==> src/rtl/gshare_bp_pkg.sv <==
// ----------------------------------------------------------------------------
// gshare_bp_pkg : shared types and counter helpers for the gshare predictor
// Rev 1.0
// ----------------------------------------------------------------------------
`default_nettype none

package gshare_bp_pkg;

  typedef enum logic [1:0] {
    BP_GSHARE  = 2'd0,
    BP_BIMODAL = 2'd1,
    BP_GSELECT = 2'd2
  } bp_mode_e;

  localparam int BP_MAX_IDX_W = 16;
  localparam int BP_MAX_CTR_W = 4;

  typedef struct packed {
    logic [BP_MAX_IDX_W-1:0] idx;
    logic [BP_MAX_IDX_W-1:0] ghr;
  } bp_ckpt_t;

  // Weakly not-taken: the value just below the taken threshold.
  function automatic logic [BP_MAX_CTR_W-1:0] ctr_init(input int ctr_w);
    return 4'((1 << (ctr_w - 1)) - 1);
  endfunction

  function automatic logic [BP_MAX_CTR_W-1:0] ctr_sat_upd(
    input logic [BP_MAX_CTR_W-1:0] ctr,
    input logic                    taken,
    input int                      ctr_w
  );
    logic [BP_MAX_CTR_W-1:0] max_v;
    logic [BP_MAX_CTR_W-1:0] res;
    max_v = 4'((1 << ctr_w) - 1);
    res   = ctr;
    if (taken && (ctr != max_v)) res = ctr + 4'd1;
    else if (!taken && (ctr != 4'd0)) res = ctr - 4'd1;
    return res;
  endfunction

endpackage

`default_nettype wire

==> src/rtl/bp_pht_sat_ctr_array.sv <==
// ----------------------------------------------------------------------------
// bp_pht_sat_ctr_array : PHT of saturating counters, async read, sync update
// Rev 1.0
// ----------------------------------------------------------------------------
`default_nettype none

module bp_pht_sat_ctr_array
  import gshare_bp_pkg::*;
#(
  parameter int IDX_W = 8,
  parameter int CTR_W = 2
) (
  input  logic             clk,
  input  logic             rst_n,
  input  logic [IDX_W-1:0] i_rd_idx,
  output logic [CTR_W-1:0] o_rd_ctr,
  input  logic             i_wr_en,
  input  logic [IDX_W-1:0] i_wr_idx,
  input  logic             i_wr_taken
);

  localparam int                      c_depth = 1 << IDX_W;
  localparam logic [BP_MAX_CTR_W-1:0] c_init  = ctr_init(CTR_W);

  logic [CTR_W-1:0]        r_pht [c_depth];
  logic [BP_MAX_CTR_W-1:0] w_wr_cur;
  logic [BP_MAX_CTR_W-1:0] w_wr_nxt;

  // No bypass: a same-cycle read observes the pre-update counter.
  assign o_rd_ctr = r_pht[i_rd_idx];

  assign w_wr_cur = BP_MAX_CTR_W'(r_pht[i_wr_idx]);
  assign w_wr_nxt = ctr_sat_upd(w_wr_cur, i_wr_taken, CTR_W);

  always_ff @(posedge clk or negedge rst_n) begin
    if (!rst_n) begin
      for (int i = 0; i < c_depth; i++) begin
        r_pht[i] <= c_init[CTR_W-1:0];
      end
    end else if (i_wr_en) begin
      r_pht[i_wr_idx] <= w_wr_nxt[CTR_W-1:0];
    end
  end

endmodule

`default_nettype wire

==> src/rtl/gshare_bp_param.sv <==
// ----------------------------------------------------------------------------
// gshare_bp_param : parametrised gshare/bimodal/gselect branch predictor
// Rev 1.0
// ----------------------------------------------------------------------------
`default_nettype none

module gshare_bp_param
  import gshare_bp_pkg::*;
#(
  parameter int PC_W   = 32,
  parameter int PC_LSB = 2,
  parameter int IDX_W  = 8,
  parameter int HIST_W = 8,
  parameter int CTR_W  = 2,
  parameter int MODE   = 0,
  parameter int CNT_W  = 16
) (
  input  logic              clk,
  input  logic              rst_n,
  input  logic              pred_req_i,
  input  logic [PC_W-1:0]   pred_pc_i,
  output logic              pred_taken_o,
  output logic [IDX_W-1:0]  pred_idx_o,
  output logic [HIST_W-1:0] pred_ghr_o,
  input  logic              upd_valid_i,
  input  logic              upd_stall_i,
  input  logic [IDX_W-1:0]  upd_idx_i,
  input  logic [HIST_W-1:0] upd_ghr_i,
  input  logic              upd_pred_i,
  input  logic              upd_taken_i,
  output logic              mispredict_o,
  output logic [HIST_W-1:0] ghr_o,
  output logic [CNT_W-1:0]  mispred_cnt_o
);

  localparam bp_mode_e c_mode = bp_mode_e'(MODE);

  logic [HIST_W-1:0] r_ghr;
  logic [CNT_W-1:0]  r_cnt;
  logic [HIST_W-1:0] w_ghr_nxt;
  logic [HIST_W-1:0] w_ghr_rec;
  logic [HIST_W-1:0] w_ghr_shift;
  logic [IDX_W-1:0]  w_pcbits;
  logic [IDX_W-1:0]  w_idx;
  logic [CTR_W-1:0]  w_ctr;
  logic              w_upd_fire;
  logic              w_mispredict;
  logic              w_unused;

  assign w_unused   = ^{pred_pc_i, upd_ghr_i};
  assign w_pcbits   = pred_pc_i[PC_LSB +: IDX_W];
  assign w_upd_fire = upd_valid_i & ~upd_stall_i;
  assign w_mispredict = w_upd_fire & (upd_pred_i != upd_taken_i);

  generate
    if (c_mode == BP_BIMODAL) begin : g_idx_bimodal
      assign w_idx = w_pcbits;
    end else if (c_mode == BP_GSELECT) begin : g_idx_gselect
      if (HIST_W == IDX_W) begin : g_ghr_only
        assign w_idx = r_ghr;
      end else begin : g_pc_ghr
        assign w_idx = {pred_pc_i[PC_LSB +: IDX_W-HIST_W], r_ghr};
      end
    end else begin : g_idx_gshare
      assign w_idx = w_pcbits ^ IDX_W'(r_ghr);
    end
  endgenerate

  bp_pht_sat_ctr_array #(
    .IDX_W (IDX_W),
    .CTR_W (CTR_W)
  ) u_pht (
    .clk        (clk),
    .rst_n      (rst_n),
    .i_rd_idx   (w_idx),
    .o_rd_ctr   (w_ctr),
    .i_wr_en    (w_upd_fire),
    .i_wr_idx   (upd_idx_i),
    .i_wr_taken (upd_taken_i)
  );

  assign pred_taken_o = w_ctr[CTR_W-1] & pred_req_i;
  assign pred_idx_o   = w_idx;
  assign pred_ghr_o   = r_ghr;

  generate
    if (HIST_W == 1) begin : g_ghr_one
      assign w_ghr_rec   = upd_taken_i;
      assign w_ghr_shift = pred_taken_o;
    end else begin : g_ghr_wide
      assign w_ghr_rec   = {upd_ghr_i[HIST_W-2:0], upd_taken_i};
      assign w_ghr_shift = {r_ghr[HIST_W-2:0], pred_taken_o};
    end
  endgenerate

  // Recovery beats the speculative shift: the same-cycle IF branch is flushed.
  always_comb begin
    w_ghr_nxt = r_ghr;
    if (w_mispredict) w_ghr_nxt = w_ghr_rec;
    else if (pred_req_i) w_ghr_nxt = w_ghr_shift;
  end

  always_ff @(posedge clk or negedge rst_n) begin
    if (!rst_n) begin
      r_ghr <= '0;
      r_cnt <= '0;
    end else begin
      r_ghr <= w_ghr_nxt;
      if (w_mispredict && (r_cnt != {CNT_W{1'b1}})) r_cnt <= r_cnt + 1'b1;
    end
  end

  assign mispredict_o  = w_mispredict;
  assign ghr_o         = r_ghr;
  assign mispred_cnt_o = r_cnt;

endmodule

`default_nettype wire
==> config.mk <==
export PLATFORM = sky130hd
export DESIGN_NAME = gshare_bp_param
export DESIGN_NICKNAME = d
export VERILOG_FILES = /design/src/rtl/gshare_bp_pkg.sv /design/src/rtl/bp_pht_sat_ctr_array.sv /design/src/rtl/gshare_bp_param.sv
export SDC_FILE = /design/constraint.sdc
export NUM_CORES = 1
export LEC_CHECK = 0
export CAP_MARGIN = 5
export CELL_PAD_IN_SITES_DETAIL_PLACEMENT = 0
export CELL_PAD_IN_SITES_GLOBAL_PLACEMENT = 1
export CORE_ASPECT_RATIO = 0.8
export CORE_MARGIN = 3
export CORE_UTILIZATION = 56
export DETAILED_ROUTE_END_ITERATION = 10
export PLACE_DENSITY = 0.95
export SLEW_MARGIN = 20
export SYNTH_ARGS = -nofsm -noshare
export SYNTH_HDL_FRONTEND = slang
export SYNTH_SLANG_ARGS = --single-unit
==> constraint.sdc <==
create_clock -name clk -period 8.5 [get_ports clk]
set_input_delay 1.7 -clock clk [delete_from_list [all_inputs] [get_ports clk]]
set_output_delay 1.7 -clock clk [all_outputs]
set_load 0.01 [all_outputs]
==> reports/metrics.csv <==
metric,value,unit
Comb pwr share,21.8,%
Die ar.,54000,um^2
Sequential Area,13700,um^2
setup TNS,0,ns
# DRC,0,
CTS Root Cell,clkbuf_16,
RSZ-0062 raised after global routing,false,
fill cell count,3631,
# hold bufs at CTS,0,
largest net degree at the start of global routing,164,
"Slew Viols, Final",0,
first-pass detailed-route iteration total,7,
synth warn,0,
Yosys top cell by area,dfrtp_1,
min-delay src,mispred_cnt_o[6],
Die Ht,208,um
ant diodes,0,
Final Routed Wirelength,87.4,mm
Iter 0 DRT Violations,2447,
Via density,6.92,
Worst Path Buf+Inv,5,
clock power share,36.3,%
Cell Rows,73,
cell-internal power,0.00462,W
crit-path max FO,27,
Critical-path top delay cell,a2111oi_0,
FF-to-FF path depth,14,
critical path startpoint category,input port,
sw frac,30.4,%
Max Fclk,130,MHz
total CTS buffers,51,
Final nets,2302,
CTS max path bufs,3,
Critical Path Stages,12,
Peak VDD IR,0.189,mV
width of the die,259,um
Hold Path Depth,1,
Worst EP required,6.80,ns
Synth top area share,24.4,%
core area,50100,um^2
worst-path cell chain,"clkdlybuf4s50_1, xnor2_2, inv_4, buf_4, mux4_2, a22oi_1, a2111oi_0, a41oi_1, o311ai_0, buf_4, o41a_1, clkdlybuf4s50_1",
register area share after synthesis,47.9,%
final period utilization,90.8,%
worst-case clock skew,0.0260,ns
Final setup viols,0,
worst relative slew slack,21.4,%
total power,0.00665,W
status,completed,
Multi-input gate area,14100,um^2
"EDFF count, synth",0,
Cell Pwr Density,209,nW/um^2
NetSw,0.00202,W
Tightest Hold Check Type,flip-flop to flip-flop,
WHS Endpoint,mispred_cnt_o[6],
initial antenna violation count,0,
CTS tree,yes,
IO Port Bufs,71,
Mapped Avg Cell Area,12.9,um^2
Boundary Pins,97,
Synth cell types,67,
number of global-route vias before repair,20700,
commonest cells in the netlist,"mux2_2, nand2_1, dfrtp_1",
slew of the pin with the lowest slew margin,1.17,ns
min Tclk post-route,7.72,ns
"count leader, synth",mux2_2,
Post-CTS Setup Bufs,0,
kind of critical path,input port to primary output,
Detail Route Antenna Nets,0,
Leak,13.5,nW
grt ovf,0,
synthesized instance count,2218,
wire per inst,29.5,um
worst-skew pair later-pin latency,0.61,ns
Post-synth ARST share,100,%
top_reg_cell synth,dfrtp_1,
layout cells sized above 1,49.9,%
Crit path max-delay family,buffers and inverters,
Post-Syn Nets,2276,
r2r setup slk,3.76,ns
worst r2r src,u_pht.r_pht[416],
Netlist Area Pre-Place,28700,um^2
Initial Util,57.2,%
clk sinks,536,
H-tree depth,2,
DP Wirelength,57.1,mm
reg-to-reg endpoint,u_pht.r_pht[140],
crit path DAT,6.02,ns
clock slew at reported path FFs,0.06,ns
Fin. Hold Viols,0,
GRT Overall Usage,32.4,%
Sequential Power Share,41.9,%
Hold Slack,0.491,ns
maxcap violations,0,
"Area growth, synth to finish",11.1,%
CP max stage delay,0.77,ns
GPL Wtd Cong,0.966,
first-pass GRT wire length,132,mm
top post-synthesis cells by area,"dfrtp_1, dfstp_2, mux2_2, mux4_2, nand2_1",
flop and latch count out of synthesis,536,
Setup crit end kind,primary output,
via count,20500,
PostCTS Resize Cnt,0,
## stage by stage
| step | setup slack, ns | utilization, % | instance area [um^2] | cells |
|---|---|---|---|---|
| 4_1_cts | 0.885 | 63.5 | 31900 | 2962 |
| 3_3_place_gp | 0.871 | 60.0 | 30100 | 2866 |
| 6_report | 0.780 | 63.6 | 31900 | 2962 |
| 2_1_floorplan | 2.52 | - | 28700 | 2218 |
| 3_5_place_dp | 0.900 | 60.0 | 30100 | 2866 |
| 5_1_grt | 0.653 | 63.6 | 31900 | 2962 |
## state kept, by name (all words and copies together), names as in the netlist
| signal | flops |
|---|---|
| u_pht.r_pht | 512 |
| ghr_o | 8 |
| mispred_cnt_o | 16 |
## worst reg2reg max path, stage by stage, from the launching register on
cell      delay [ns]
dfstp_2         0.37
mux4_2          0.48
a22oi_1         0.37
a21oi_1         0.23
nor4_1          0.68
nor3_1          0.15
nor3_1          0.30
inv_1           0.09
ha_1            0.22
nand2_1         0.10
and2_1          0.27
nor2_1          0.11
a221oi_4        0.37
buf_12          0.51
mux2_2          0.41
## cell usage in the layout, fill, tap and decap left out, types with 9 or more instances in the layout
cell | Yosys | layout
clkbuf_16 | 0 | 53
o21ai_0 | 9 | 9
clkbuf_1 | 70 | 12
nand4_1 | 23 | 23
inv_1 | 10 | 9
xnor2_1 | 16 | 14
mux2i_1 | 67 | 67
dfrtp_1 | 280 | 280
buf_4 | 21 | 70
mux4_2 | 152 | 152
and3_1 | 10 | 10
o22ai_1 | 14 | 14
nand2_1 | 293 | 292
dfstp_2 | 256 | 256
nor4_1 | 21 | 19
a211oi_1 | 11 | 11
clkdlybuf4s50_1 | 0 | 66
a21oi_1 | 22 | 22
nand3_1 | 25 | 25
nor3_1 | 14 | 11
nor2_1 | 126 | 117
clkbuf_8 | 0 | 15
mux2_2 | 531 | 531
a22oi_1 | 37 | 37
nor2b_1 | 20 | 19
## power by group through the flow
stage / sequential (W) / combinational [W] / clock, W
4_1_cts: 0.00278 / 0.00141 / 0.00243
5_1_grt: 0.00280 / 0.00150 / 0.00253
3_5_place_dp: 0.00283 / 0.00141 / 0
6_report: 0.00279 / 0.00145 / 0.00241
2_1_floorplan: 0.00280 / 0.000824 / 0
3_3_place_gp: 0.00281 / 0.00139 / 0
## area by class of cell
cell class | count | share of cell area (%)
Multi-Input combinational cell | 1493 | 44.1
Sequential cell | 536 | 43.1
Clock buffer | 79 | 4.91
Timing Repair Buffer | 149 | 4.38
Tap cell | 675 | 2.65
Clock inverter | 17 | 0.660
Inverter | 13 | 0.161
## worst max path at each step
stage,from,endpoint
after floorplan,pred_pc_i[2],pred_taken_o
after global placement,pred_pc_i[2],pred_taken_o
after detailed placement,pred_pc_i[2],pred_taken_o
after CTS,pred_pc_i[2],pred_taken_o
after global routing,pred_pc_i[2],pred_taken_o
final,pred_pc_i[2],pred_taken_o
## per-layer routing
metal  routed length, um  vias up  global-route usage (%)
met5                   0        -                       0
met4                4000        0                    13.3
met3               10400      271                    8.64
met2               38300     1288                    47.5
met1               34800    10700                    46.1
li1                    -     8259                       -
## cells by family (layout without fill, tap and decap cells)
family                     Yosys count  after routing  share of synthesized area (%)
adders and majority gates            3              3                          0.131
and+or+nand+nor                    572            572                           8.86
AOI/OAI and AO/OA                  144            144                           3.67
DFF                                536            536                           47.9
muxes                              750            750                           35.1
buffers and inverters              189            258                           3.61
xor gates and xnor gates            24             24                          0.759
Note: power is estimated with default switching activity, not from simulation.
